===== src/rtl/seg_scanner.sv =====
// Time-multiplexed 7-segment scan driver: per-frame snapshot of the digit codes,
// blanking guard at each slot start, per-digit blink, registered pin outputs.
module seg_scanner #(
    parameter int DIGIT_CNT      = 6,
    parameter int DIV            = 50000,
    parameter int BLANK          = 2,
    parameter int BLINK_FRAMES   = 64,
    parameter int SEG_ACTIVE_LOW = 1,
    parameter int SEL_ACTIVE_LOW = 1
) (
    input  logic                   clk,
    input  logic                   rst,
    input  logic                   en,
    input  logic [DIGIT_CNT*7-1:0] seg_in,
    input  logic [DIGIT_CNT-1:0]   blink_mask,
    output logic [6:0]             seg_out,
    output logic [DIGIT_CNT-1:0]   dig_sel,
    output logic                   frame_start
);

    localparam int CW = $clog2(DIV);
    localparam int IW = $clog2(DIGIT_CNT);
    localparam int FW = (BLINK_FRAMES > 1) ? $clog2(BLINK_FRAMES) : 1;

    localparam logic [6:0]           SEG_POL = (SEG_ACTIVE_LOW != 0) ? 7'h7F : 7'h00;
    localparam logic [DIGIT_CNT-1:0] SEL_POL = (SEL_ACTIVE_LOW != 0) ? {DIGIT_CNT{1'b1}}
                                                                      : {DIGIT_CNT{1'b0}};

    typedef enum logic {
        SLOT_BLANK,
        SLOT_DRIVE
    } slot_e;

    logic [CW-1:0]          cnt_q, cnt_d;
    logic [IW-1:0]          idx_q, idx_d;
    logic [FW-1:0]          fcnt_q, fcnt_d;
    logic                   phase_q, phase_d;
    logic [DIGIT_CNT*7-1:0] snap_seg_q;
    logic [DIGIT_CNT-1:0]   snap_mask_q;

    logic                   cnt_last, idx_last, fcnt_last, frame_wrap, snap_load;
    logic [6:0]             digit_seg;
    logic                   digit_mask;
    slot_e                  slot;
    logic [6:0]             seg_d;
    logic [DIGIT_CNT-1:0]   sel_d;

    always_comb begin
        cnt_last   = (cnt_q == CW'(DIV - 1));
        idx_last   = (idx_q == IW'(DIGIT_CNT - 1));
        fcnt_last  = (fcnt_q == FW'(BLINK_FRAMES - 1));
        frame_wrap = cnt_last && idx_last;
        snap_load  = (cnt_q == '0) && (idx_q == '0);

        cnt_d   = cnt_last ? '0 : cnt_q + CW'(1);
        idx_d   = idx_q;
        if (cnt_last) begin
            idx_d = idx_last ? '0 : idx_q + IW'(1);
        end
        fcnt_d  = fcnt_q;
        if (frame_wrap) begin
            fcnt_d = fcnt_last ? '0 : fcnt_q + FW'(1);
        end
        phase_d = phase_q ^ (frame_wrap && fcnt_last);

        // Select the current digit's snapshot code and blink bit
        digit_seg  = '0;
        digit_mask = 1'b0;
        for (int i = 0; i < DIGIT_CNT; i++) begin
            if (idx_q == IW'(i)) begin
                digit_seg  = snap_seg_q[i*7 +: 7];
                digit_mask = snap_mask_q[i];
            end
        end

        // A blinked-off digit is treated exactly like the blanking guard
        if ((cnt_q >= CW'(BLANK)) && !(phase_q && digit_mask)) begin
            slot = SLOT_DRIVE;
        end else begin
            slot = SLOT_BLANK;
        end

        seg_d = '0;
        sel_d = '0;
        if (slot == SLOT_DRIVE) begin
            seg_d = digit_seg;
            for (int i = 0; i < DIGIT_CNT; i++) begin
                sel_d[i] = (idx_q == IW'(i));
            end
        end
    end

    always_ff @(posedge clk) begin
        if (rst || !en) begin
            cnt_q       <= '0;
            idx_q       <= '0;
            fcnt_q      <= '0;
            phase_q     <= 1'b0;
            snap_seg_q  <= '0;
            snap_mask_q <= '0;
            seg_out     <= SEG_POL;
            dig_sel     <= SEL_POL;
            frame_start <= 1'b0;
        end else begin
            cnt_q       <= cnt_d;
            idx_q       <= idx_d;
            fcnt_q      <= fcnt_d;
            phase_q     <= phase_d;
            if (snap_load) begin
                snap_seg_q  <= seg_in;
                snap_mask_q <= blink_mask;
            end
            seg_out     <= seg_d ^ SEG_POL;
            dig_sel     <= sel_d ^ SEL_POL;
            frame_start <= snap_load;
        end
    end

endmodule


===== config.mk =====
export PLATFORM = sky130hd
export DESIGN_NAME = seg_scanner
export DESIGN_NICKNAME = d
export VERILOG_FILES = /design/src/rtl/seg_scanner.sv
export SDC_FILE = /design/constraint.sdc
export NUM_CORES = 1
export LEC_CHECK = 0
export CORE_AREA = 3 3 119 121
export DETAILED_ROUTE_END_ITERATION = 8
export DIE_AREA = 0 0 122 124
export MAX_ROUTING_LAYER = met4
export SLEW_MARGIN = 40
export SYNTH_ARGS = -nofsm -noshare
export SYNTH_HDL_FRONTEND = slang
export SYNTH_SLANG_ARGS = --single-unit

===== constraint.sdc =====
create_clock -name clk -period 7.1 [get_ports clk]
set_input_delay 1.42 -clock clk [delete_from_list [all_inputs] [get_ports clk]]
set_output_delay 1.42 -clock clk [all_outputs]
set_load 0.02 [all_outputs]

Word-level counts from Yosys, hierarchy flattened:

Index checks and enable logic that the tools add are counted.

* register bits: 88
* bits of input ports: 51

* add/sub/neg operators: 3
* order comparisons: 1
* eq/ne operators: 7
* muxes and demuxes: 17
* bitwise gates (word level): 3
* reduce and logical (&&, ||, !) cells: 11

Operators with widths (number)
* 2-to-1 mux 7 bit: 7
* adder 16 x 1 -> 16 bit, second input constant: 1
* equality test 16 bit, second input constant: 1
* >= comparator 16 x 2 -> 1 bit, second input constant: 1
* logical NOT 16 bit: 1
* 2-to-1 mux 6 bit: 2
* 2-to-1 mux 1 bit: 7
* NOT 7 bit: 1
* adder 6 x 1 -> 6 bit, second input constant: 1
* equality test 3 x 2 -> 1 bit, second input constant: 2
* equality test 3 bit, second input constant: 2
* equality test 6 bit, second input constant: 1
* NOT 6 bit: 1
* logical AND 1 bit: 5
* adder 3 x 1 -> 3 bit, second input constant: 1
* equality test 3 x 1 -> 1 bit, second input constant: 1
* logical NOT 3 bit: 1
* 2-to-1 mux 3 bit: 1
* logical NOT 1 bit: 2
* OR reduction 2 bit: 1
* logical OR 1 bit: 1
* XOR 1 bit: 1

Longest topological paths before layout:

* depth after elaboration: 13
* gate-level depth with buffers: 10

Worst setup path after synthesis:

OpenSTA, ideal clock, no wires.

* path type: input-to-reg
* start point: input port rst
* end point: register snap_seg_q[10]
* library setup time: 0.132 ns
* arrival time: 2.320 ns
* required time: 6.968 ns
* path slack: 4.648 ns
* stages: 5
* buffers on the path: 3
* cells stage by stage: nand2b_1 clkbuf_1 clkbuf_1 clkbuf_1 a21oi_1

* longest elaborated chain between the ends: 1

Ends and longest elaborated chain
* from (decl): line 12 `input logic rst,`
* logical OR 1 bit: line 94 `if (rst || !en) begin`
* to (signal assigned): line 110 `snap_seg_q <= seg_in;`
* to (decl): line 38 `logic [DIGIT_CNT*7-1:0] snap_seg_q;`

Every way passes these cells.
A chain may end at the register's enable or synchronous reset.

Final worst setup path:

* start point: input port rst
* end point: register dig_sel[4]

* longest elaborated chain between the ends: 1

Ends and longest elaborated chain
* logical OR 1 bit: line 94
* to (signal assigned): line 114 `dig_sel <= sel_d ^ SEL_POL;`
* to (decl): line 17 `output logic [DIGIT_CNT-1:0] dig_sel,`

Every way passes these cells.

==> results.md <==
- #FFs+latches synth: 88
- Fin nets: between 500 and 600
- # rows: 42
- Crit path required time: between 7 and 8 ns
- Data arrival time of the worst path: approximately 3.0 ns
- CORE AREA: around 13,000 sq um
- Setup skew after layout: 0.007702 ns
- Startpoint of the tightest hold check path: snap_mask_q[0]
- Sort of element at the start of the critical path: primary input
- Grt total ovfl: 0
- Clock Tree Buf Depth: 2
- Final Slew Violations: 0
- Worst setup slack for register-to-register paths: between 4 and 5 ns
- Sum of net half-perimeters after detailed placement: about 7200 um
- Power density relative to cell area: between 200 and 250 nW/um^2
- Pin count of the biggest net entering global routing: 62
- Reg-to-reg endpoint: seg_out[2]
- Number of top-level design ports: 65
- Hold-fix buffers, CTS: 0
- Top flip-flop cell by instance count after synthesis: sky130_fd_sc_hd__dfxtp_1
- Number of setup violations in the final report: 0
- Area of the mapped netlist: ~3900 sq um
- Vias per Instance: about 5.2
- Share of the cycle needed by the critical path after routing: approximately 40%
- Number of nets with antenna violations after detailed routing: 0
- Cell types with the largest area share after synthesis: sky130_fd_sc_hd__dfxtp_1 45%, sky130_fd_sc_hd__nand3_1 8.8%, sky130_fd_sc_hd__a21oi_1 7.4%
- Remaining DRCs: 0
- Crit path kind: primary input to register
- Die ar.: between 15,000 and 20,000 sq um
- Die height: 124 um
- Clock input transition at the sequential cells of the worst setup and hold paths: approximately 0.060 ns
- Growth of design area from synthesis to finish: 26.09%
- Achievable Freq: 350.7 MHz
- Run status: finished, final reports clean
- Worst rel slew slack: about half
- Wire length of the first global-routing pass: about 17,000 um
- Initial DRC Count: 220
- Area leader, netlist: sky130_fd_sc_hd__dfxtp_1
- Max-capacitance violation count: 0
- Post-route setup TNS: 0 ns
- Max Fanout on Critical Path: 61
- Total iterations of the first detailed-routing run: 4
- Quantity of I/O buffers inserted on ports: 64
- Syn Nets: 522
- Synth top area share: between 40 and 50%
- Class of the most critical hold timing path: register to register
- Clock insertion delay at the later pin of the skew report: around 0.33 ns
- Count of yosys warnings during synthesis: 0
- Crit path from: rst
- Final period demand of the worst path: ~2.9 ns
- Cells resized by post-CTS repair: 0
- Sequential cell area fraction in the yosys report: approximately 45%
- Worst Tran Pin Value: 0.7544 ns
- Source of the worst register-to-register timing path: idx_q[0]
- Placed standard-cell area: 4674 sq um
- Die W: ~120 um
- Drt wl/cell: between 15 and 20 um
- Final wirelength: between 10,000 and 15,000 um
- Final Hold Slack: 0.4740 ns
- Mapped Cells: ~470
- Final Hold Violating Endpoints: 0
- Number of antenna repair diodes: 0
- Buffers inserted during post-CTS setup optimization: 0
- Vias: 3,510
- Clock tree from TritonCTS: built
- Cts bufs inserted: 9
- End point of the critical path: dig_sel[4]
- Initial cell density of the core: ~30%
- VDD IR max: 0.1103 mV
- Total Routing Usage GR: about 14%
- Root cell of the clock tree: sky130_fd_sc_hd__clkbuf_16
- Leakage component of the power: 1.717 nW
- Area of all placed cells without fillers: between 4000 and 5000 sq um
- Final Wtd Congestion: about 0.86
- Fraction of layout cells with a size suffix above 1: between 8 and 9%
- Average cell area after synthesis: approximately 8.4 sq um
- Number of enable flip-flop cells after synthesis: 0
- H-tree lvl count: 3
- Number of antenna violations at the first check in global routing: 0
- Setup repair after global routing missed its margin: no
- Async set-reset flop share out of synthesis: 0%
- Number of library cell types mapped by synthesis: between 40 and 50
- Overall Power: approximately 1.0 mW
- Setup crit end kind: register
- Vias in the first global route: between 3,000 and 4,000
- Depth of the most critical reg-to-reg path: 7
- Clock Sinks: 88
## worst min path at each step
stage	end	cells past startpoint
2_1_floorplan	cnt_q[0]	1
3_3_place_gp	cnt_q[0]	1
3_5_place_dp	cnt_q[0]	1
4_1_cts	snap_mask_q[0]	2
5_1_grt	cnt_q[0]	1
6_report	snap_mask_q[0]	2
## placed cells by master, fill, tap and decap left out, drive strengths merged, types with 2 or more instances in the layout
cell and count:
ha 5, nand4 8, xnor2 4, and4 4, and3 2, clkinv 3, or4 4, a21oi 58
inv 4, clkbuf 9, buf 6, o21ai 54, mux2i 2, nand3b 2, nor2 20, a31oi 2
nor4 3, mux2 14, a41o 2, xor2 9, a32oi 7, or3 4, a221oi 7, nor2b 10
clkdlybuf4s50 64, nand2b 2, dfxtp 88, nand2 14, nand3 69, nor3 8, and2 2, o31ai 8
## power breakdown
part	switching (mW)	internal, mW	total [mW]
Sequential	0.00773	0.507	0.515
Clock	0.177	0.266	0.442
Combinational	0.0397	0.0437	0.0833
Total	0.224	0.817	1.04
## cells by family after synthesis
logic type               synth area share [%]
multiplexers                            4.518
flip-flops                              44.80
AND/OR/NAND/NOR                         20.62
adder cells (fa/ha/maj)                 1.591
XOR/XNOR                                2.895
buffers and inverters                   4.772
AO/OA/AOI/OAI                           20.81
## flip-flops by register name, summed over array words and instances, names as in the netlist
name and cells:
snap_seg_q 42, cnt_q 16, seg_out 7, dig_sel 6
fcnt_q 6, snap_mask_q 6, idx_q 3, frame_start 1
phase_q 1
## worst max-delay path, stage by stage
cell                              delay (ns)
sky130_fd_sc_hd__clkdlybuf4s50_1        0.41
sky130_fd_sc_hd__nand2b_2               0.17
sky130_fd_sc_hd__buf_4                  0.31
sky130_fd_sc_hd__a21oi_2                0.51
sky130_fd_sc_hd__nand4_1                0.17
## cell type report
class	count	area [sq um]
inverters	4	15.01
clock inverters	4	48.80
fillers	1318	8232
clock buffers	9	225.2
well taps	176	220.2
repair buffers	70	683.2
multi-input cells	330	2003
flip-flops and latches	88	1763
## cells in the mapped netlist (all sizes together), types with 5 or more instances
cell type	n
o31ai	8
dfxtp	88
o21ai	54
nor3	8
xor2	9
ha	5
a21oi	58
mux2	14
clkbuf	40
nor2b	10
nor2	20
nand4	8
a221oi	7
nand3	69
nand2	14
a32oi	7
## stage by stage
stage	util, %	instances	setup slack (ns)
3_3_place_gp	35.33	667	3.698
4_1_cts	37.52	680	3.912
3_5_place_dp	35.44	667	3.638
6_report	37.59	681	4.249
5_1_grt	37.59	681	4.011
2_1_floorplan	-	466	4.648
## layer usage
layer,up-vias,global-route usage (%),routed length (um)
li1,1773,-,-
met1,1666,17.17,4588
met2,59,23.07,4954
met3,12,4.587,547
met4,0,3.782,151
met5,-,-,0
(Power assumes the default switching activity.)
